==> config.mk <==
export PLATFORM = sky130hd
export DESIGN_NAME = mux_nbit_x4_rr
export DESIGN_NICKNAME = d
export VERILOG_FILES = /design/src/rtl/mux_nbit_x4_pkg.sv /design/src/rtl/mux_nbit_x4_rr_arb.sv /design/src/rtl/mux_nbit_x4_rr.sv
export SDC_FILE = /design/constraint.sdc
export NUM_CORES = 1
export LEC_CHECK = 0
export CAP_MARGIN = 10
export CORE_MARGIN = 2
export CORE_UTILIZATION = 40
export DETAILED_ROUTE_END_ITERATION = 16
export HOLD_SLACK_MARGIN = 0.03
export PLACE_DENSITY_LB_ADDON = 0.05
export RECOVER_POWER = 50
export SLEW_MARGIN = 30
export SYNTH_ARGS = -nofsm -noshare
export SYNTH_HDL_FRONTEND = slang
export SYNTH_SLANG_ARGS = --single-unit
==> constraint.sdc <==
create_clock -name clk -period 3.6 [get_ports clk]
set_input_delay 0.36 -clock clk [delete_from_list [all_inputs] [get_ports clk]]
set_output_delay 0.36 -clock clk [all_outputs]
set_load 0.1 [all_outputs]
==> src/rtl/mux_nbit_x4_pkg.sv <==
// Shared constants and types for the four-channel round-robin merge block.
// Counter width applies only when MUX_NBIT_X4_RR_STATS_EN is defined.
package mux_nbit_x4_pkg;

   localparam int CH_W = 2;
   localparam int CNT_W = 16;

   localparam logic [CH_W-1:0] CH_A = 2'd0;
   localparam logic [CH_W-1:0] CH_B = 2'd1;
   localparam logic [CH_W-1:0] CH_C = 2'd2;
   localparam logic [CH_W-1:0] CH_D = 2'd3;

   localparam logic [CH_W-1:0] LAST_RST = CH_D;

   typedef enum logic {
      EMPTY = 1'b0,
      FULL  = 1'b1
   } out_state_t;

endpackage

==> src/rtl/mux_nbit_x4_rr_arb.sv <==
// Four-way rotating-priority arbiter.
// The search starts one past the most recently granted channel.
module rr_arbiter_x4
   import mux_nbit_x4_pkg::*;
(
   input  logic            clk,
   input  logic            reset,
   input  logic [3:0]      req,
   input  logic            advance,
   output logic [CH_W-1:0] grant,
   output logic            grant_valid
);

   logic [CH_W-1:0] last;
   logic [CH_W-1:0] idx;

   always_ff @(posedge clk) begin
      if (reset)
         last <= LAST_RST;
      else if (advance && grant_valid)
         last <= grant;
   end

   // Order last+1, last+2, last+3, last; wraps through the 2-bit add.
   always_comb begin
      grant = last;
      grant_valid = 1'b0;
      idx = last;
      for (int i = 1; i <= 4; i++) begin
         idx = last + CH_W'(i);
         if (!grant_valid && req[idx]) begin
            grant = idx;
            grant_valid = 1'b1;
         end
      end
   end

endmodule

==> src/rtl/mux_nbit_x4_rr.sv <==
// Four-channel round-robin merge onto one registered output with source tag.
// MUX_NBIT_X4_RR_STATS_EN adds saturating per-channel accept counters.
module mux_nbit_x4_rr
   import mux_nbit_x4_pkg::*;
#(
   parameter int BUS_WIDTH = 8
) (
   input  logic                 clk,
   input  logic                 reset,
   input  logic [BUS_WIDTH-1:0] a,
   input  logic [BUS_WIDTH-1:0] b,
   input  logic [BUS_WIDTH-1:0] c,
   input  logic [BUS_WIDTH-1:0] d,
   input  logic                 a_valid,
   input  logic                 b_valid,
   input  logic                 c_valid,
   input  logic                 d_valid,
   output logic                 a_ready,
   output logic                 b_ready,
   output logic                 c_ready,
   output logic                 d_ready,
   output logic [BUS_WIDTH-1:0] y,
   output logic [CH_W-1:0]      sel,
   output logic                 y_valid,
   input  logic                 y_ready
`ifdef MUX_NBIT_X4_RR_STATS_EN
   ,
   output logic [CNT_W-1:0]     cnt_a,
   output logic [CNT_W-1:0]     cnt_b,
   output logic [CNT_W-1:0]     cnt_c,
   output logic [CNT_W-1:0]     cnt_d
`endif
);

   out_state_t state, state_nx;

   logic [3:0]           req;
   logic [CH_W-1:0]      grant;
   logic                 grant_valid;
   logic                 load_en;
   logic                 accept;
   logic [BUS_WIDTH-1:0] win;

   assign req = {d_valid, c_valid, b_valid, a_valid};

   rr_arbiter_x4 u_arb (
      .clk         (clk),
      .reset       (reset),
      .req         (req),
      .advance     (accept),
      .grant       (grant),
      .grant_valid (grant_valid)
   );

   assign load_en = (state == EMPTY) || y_ready;
   // Gating with reset keeps a word from leaking through a reset edge.
   assign accept  = load_en && grant_valid && !reset;

   assign a_ready = accept && (grant == CH_A);
   assign b_ready = accept && (grant == CH_B);
   assign c_ready = accept && (grant == CH_C);
   assign d_ready = accept && (grant == CH_D);

   always_comb begin
      win = a;
      case (grant)
         CH_A:    win = a;
         CH_B:    win = b;
         CH_C:    win = c;
         default: win = d;
      endcase
   end

   always_ff @(posedge clk) begin
      if (reset)
         state <= EMPTY;
      else
         state <= state_nx;
   end

   always_comb begin
      state_nx = state;
      if (accept)
         state_nx = FULL;
      else if (state == FULL && y_ready)
         state_nx = EMPTY;
   end

   assign y_valid = (state == FULL);

   always_ff @(posedge clk) begin
      if (reset) begin
         y   <= '0;
         sel <= CH_A;
      end else if (accept) begin
         y   <= win;
         sel <= grant;
      end
   end

`ifdef MUX_NBIT_X4_RR_STATS_EN
   logic [CNT_W-1:0] cnt [4];

   always_ff @(posedge clk) begin
      if (reset) begin
         for (int i = 0; i < 4; i++)
            cnt[i] <= '0;
      end else begin
         for (int i = 0; i < 4; i++)
            if (accept && grant == CH_W'(i) && cnt[i] != '1)
               cnt[i] <= cnt[i] + 1'b1;
      end
   end

   assign cnt_a = cnt[0];
   assign cnt_b = cnt[1];
   assign cnt_c = cnt[2];
   assign cnt_d = cnt[3];
`endif

endmodule

**Word level (Yosys, flattened, before mapping)**

Index checks and enable logic that the tools add are counted.

- Bitwise gates (word level): 1
- Add/subtract/negate cells: 3
- Reduce and logical (&&, ||, !) cells: 18
- Eq/ne operators: 3
- Order comparisons: 4
- Mux-type cells: 19

Operators with widths:

| cell | count |
|---|---|
| $pmux 8 s3 | 1 |
| $lt 2x3->1 const B | 4 |
| $logic_and 1x1->1 | 11 |
| $mux 1 | 10 |
| $bmux 1 s2 | 4 |
| $mux 2 | 4 |
| $add 2x2->2 const B | 2 |
| $eq 2x2->1 const B | 2 |
| $logic_not 1->1 | 4 |
| $add 2x1->2 const B | 1 |
| $eq 2x1->1 const B | 1 |
| $logic_not 2->1 | 1 |
| $reduce_bool 2->1 | 1 |
| $logic_or 1x1->1 | 1 |
| $not 1->1 | 1 |

- Output and inout port bits: 15
- Bits in registers: 13
- Input bits: 39

**Logic depth before layout (Yosys ltp)**

- Depth after elaboration: 16
- Gate-level depth with buffers: 7
- Mapped depth without buffers: 5

**Hierarchy**

Synthesis repeated with hierarchy kept, for this count alone.

- Cells, all modules: 66
- Area, all modules: 768.2 sq um

By module, submodules not included:

| module | sequential area each (sq um) | cells an instance | area an instance (sq um) | instances |
|---|---|---|---|---|
| mux_nbit_x4_rr | 220.2 | 42 | 583.1 | 1 |
| rr_arbiter_x4 | 40.0 | 24 | 185.2 | 1 |

**Worst setup path before layout**

No wires, ideal clock.

- Path type: reg2out
- From: reg state, in the netlist y_valid
- To: out c_ready
- Setup slack: 0.490 ns
- Cell stages (with the launch flop): 6
- Arrival: 2.750 ns
- Data required time: 3.240 ns
- Buffers on the path: 1
- Cell sequence: dfxtp_1 > nor2b_1 > nor3_4 > buf_2 > nand2_1 > nor2_1

- Longest elaborated chain between the ends: 5

Ends and longest elaborated chain:

| item | RTL line | RTL |
|---|---|---|
| start: declaration | mux_nbit_x4_rr.sv:35 | `out_state_t state, state_nx;` |
| start signal: assignment | mux_nbit_x4_rr.sv:78 | `state <= state_nx;` |
| $not 1->1 | mux_nbit_x4_rr.sv:55 | `assign load_en = (state == EMPTY) \|\| y_ready;` |
| $logic_or 1x1->1 | mux_nbit_x4_rr.sv:55 |  |
| $logic_and 1x1->1 (2 in series) | mux_nbit_x4_rr.sv:57 | `assign accept = load_en && grant_valid && !reset;` |
| $logic_and 1x1->1 | mux_nbit_x4_rr.sv:61 | `assign c_ready = accept && (grant == CH_C);` |
| end: declaration | mux_nbit_x4_rr.sv:20 | `output logic c_ready,` |

No other way between the ends.

**Final worst setup path**

- From: in d_valid
- To: out a_ready

- Longest elaborated chain between the ends: 15
- Elaborated cells between the ends (all ways): 26
- Classes of those cells: mux: 16; reduce/logical: 10

Ends and longest elaborated chain:

| item | RTL line | RTL |
|---|---|---|
| start: declaration | mux_nbit_x4_rr.sv:17 | `input logic d_valid,` |
| $bmux 1 s2 | mux_nbit_x4_rr_arb.sv:31 | `if (!grant_valid && req[idx]) begin` |
| $mux 1 (implied by the code) | mux_nbit_x4_rr_arb.sv:31 |  |
| $mux 1 | mux_nbit_x4_rr_arb.sv:31 |  |
| $logic_not 1->1 | mux_nbit_x4_rr_arb.sv:31 |  |
| $logic_and 1x1->1 | mux_nbit_x4_rr_arb.sv:31 |  |
| $mux 1 | mux_nbit_x4_rr_arb.sv:31 |  |
| $logic_not 1->1 | mux_nbit_x4_rr_arb.sv:31 |  |
| $logic_and 1x1->1 | mux_nbit_x4_rr_arb.sv:31 |  |
| $mux 1 | mux_nbit_x4_rr_arb.sv:31 |  |
| $logic_not 1->1 | mux_nbit_x4_rr_arb.sv:31 |  |
| $logic_and 1x1->1 | mux_nbit_x4_rr_arb.sv:31 |  |
| $mux 1 | mux_nbit_x4_rr_arb.sv:31 |  |
| $logic_and 1x1->1 (2 in series) | mux_nbit_x4_rr.sv:57 |  |
| $logic_and 1x1->1 * | mux_nbit_x4_rr.sv:59 | `assign a_ready = accept && (grant == CH_A);` |
| end: declaration | mux_nbit_x4_rr.sv:18 | `output logic a_ready,` |

Every way passes the cells marked *; elsewhere a longest branch is shown, timed or not. The select of a mux whose other input is x is not followed.

==> flow_summary.json <==
{
  "worstHoldPathType": "flip-flop to flip-flop",
  "coreArea_um2": 2190,
  "num-nets-final": 193,
  "synth_top_area_cell": "dfxtp_1",
  "cts.reportedPaths.clkPinSlew_ns": 0.08,
  "row_count": 17,
  "portBuffers": 53,
  "hold_violations": 0,
  "end_kind": "primary output",
  "synth_common_cells": "14 x nand3_1, 13 x dfxtp_1, 10 x mux2i_1, 10 x nand2_1, 10 x nor2_1",
  "syn_nets": 139,
  "syn_area_um2": 918,
  "routed-via-count": 937,
  "skew_ns": 0.00252,
  "dieArea_um2": 2700,
  "power_leakage_uw": 0.000595,
  "fmax_ghz": 0.343,
  "synth_warnings": 0,
  "num_antenna_cells": 0,
  "vdd_ir_drop_max_uv": 324,
  "synth_most_common_cell": "nand3_1",
  "firstDrtPassIters": 3,
  "async_flop_share": 0,
  "cap_violations": 0,
  "cts.sinks": 13,
  "finalSetupTns_ns": 0,
  "via_per_inst": 5.18,
  "synth_ff_type": "dfxtp_1",
  "rsz0062_at_grt": "false",
  "gp_congestion": 0.739,
  "clockBufferDepth": 2,
  "cts_tree": "done",
  "yosysSeqAreaShare": 0.283,
  "worstPathArrival_ns": 2.56,
  "rrSetupSlack_ns": 1.58,
  "slew_violations": 0,
  "cts_htree_levels": 1,
  "grt_pass1_vias": 932,
  "gr-usage-all-layers": 0.200,
  "synth_cell_types": 28,
  "netlist_instances": 100,
  "p_per_area_nw_per_um2": 434,
  "grt_pass1_wl_um": 3910,
  "dpl.hpwl_um": 2000,
  "numCtsBuffers": 3,
  "drc": 0,
  "area_delta_synth_final_pct": 61.9,
  "required_ns": 3.24,
  "fill_cells": 188,
  "worstSetupPathType": "primary input to primary output",
  "wire_per_inst_um": 14.0,
  "cts-root-buf": "clkbuf_4",
  "setup_viol": 0,
  "synth_top_area_share": 0.283,
  "routed_wl_um": 2540,
  "design_area_um2": 1490,
  "dpl_cell_area_um2": 1480,
  "preCtsSetupSlack_ns": 0.916,
  "period_share": 0.810,
  "ys_ff_latch": 13,
  "dieHeight_um": 51.9,
  "die_w_um": 51.9,
  "io_pins": 54,
  "antenna_left": 0,
  "crit_path_max_fanout": 16,
  "overflow": 0,
  "worst_slew_pin_slew_ns": 0.982,
  "grt_start_max_net_pins": 19,
  "maxSlewHeadroom": 0.343,
  "status": "finished, final reports clean",
  "drive_above_1_share": 0.144,
  "ctsResizeCount": 0,
  "cts_setup_buffers": 0,
  "fin_crit_ns": 2.92,
  "cts_hold_buf": 0,
  "first_iter_violations": 9,
  "grt_antenna_before_repair": 0,
  "clock_latency_ns": 0.28,
  "synthTopCellsByArea": "dfxtp_1 28%, mux2i_1 11%, o211ai_2 9.5%, nand3_1 7.6%, mux2_1 6.1%",
  "syn_avg_cell_area_um2": 9.18,
  "start_kind": "primary input",
  "initial_core_util": 0.419,
  "synth_edf_count": 0,
  "setup_ws_ns": 0.685
}
cells in the final DEF (no fill, tap or decap), types with 2 or more instances in the layout:
cell type / instances
nor3_1: 2
nand2_1: 10
mux2_2: 2
a21oi_1: 2
nand3_1: 14
dlygate4sd3_1: 11
dfxtp_1: 13
mux2i_1: 10
nand2b_1: 4
inv_1: 2
clkdlybuf4s50_1: 38
buf_12: 2
buf_4: 4
o211ai_2: 7
nor2_1: 10
mux2_1: 5
nor2b_1: 2
clkbuf_4: 3
kinds of logic after synthesis:
family / Yosys count / synth area share
buf+inv: 8 / 0.0627
simple gates: 46 / 0.266
mux: 17 / 0.195
flops: 13 / 0.283
compound gates: 16 / 0.193
area by class of cell:
class                   count  area, um^2  share of cell area
inverters                   2        7.51             0.00505
flip-flops and latches     13         260               0.175
repair buffers             55         561               0.377
well taps                  28        35.0              0.0236
multi-input cells          79         597               0.402
clock buffers               4        26.3              0.0177
flip-flops by register name, indices dropped and copies added (netlist names):
name / flops
y_valid: 1
y: 8
u_arb.last: 2
sel: 2
critical path, cell delays in order:
cell           delay [ns]
dlygate4sd3_1        0.61
nor4_1               0.74
nor3_4               0.21
nand2b_1             0.32
nor2_1               0.13
buf_12               0.18
metrics by stage:
| step | instances | util | hold slack, ns | power [uW] |
|---|---|---|---|---|
| floorplan | 100 | - | 0.429 | 457 |
| global placement | 177 | 0.673 | 0.456 | 560 |
| global route | 181 | 0.678 | 0.512 | 672 |
| detailed placement | 177 | 0.673 | 0.454 | 563 |
| CTS | 181 | 0.685 | 0.487 | 658 |
| finish | 181 | 0.678 | 0.478 | 645 |
report_power, final:
part	switching (uW)	total, uW	internal (uW)
Combinational	249	371	122
Sequential	14.1	180	166
Clock	51.1	94.2	43.1
Total	314	645	331
routing by layer:
| metal | track usage | wire [um] | vias up |
|---|---|---|---|
| met2 | 0.338 | 1200 | 33 |
| met3 | 0.0402 | 177 | 4 |
| met4 | 0.105 | 49 | 0 |
| li1 | - | - | 468 |
| met5 | 0 | 0 | - |
| met1 | 0.236 | 1120 | 432 |
path summary, 6_finish.rpt:
kind                                          end                  startpoint  cells after the start
worst min-delay path            y[7]$_SDFFE_PP0P_           y[7]$_SDFFE_PP0P_                      2
worst max register to register  y[4]$_SDFFE_PP0P_  u_arb.last[1]$_SDFFE_PP1P_                      6
worst max-delay path                      a_ready                     d_valid                      6
worst min register to register  y[7]$_SDFFE_PP0P_           y[7]$_SDFFE_PP0P_                      2
Power figures use the tool's default switching activity.
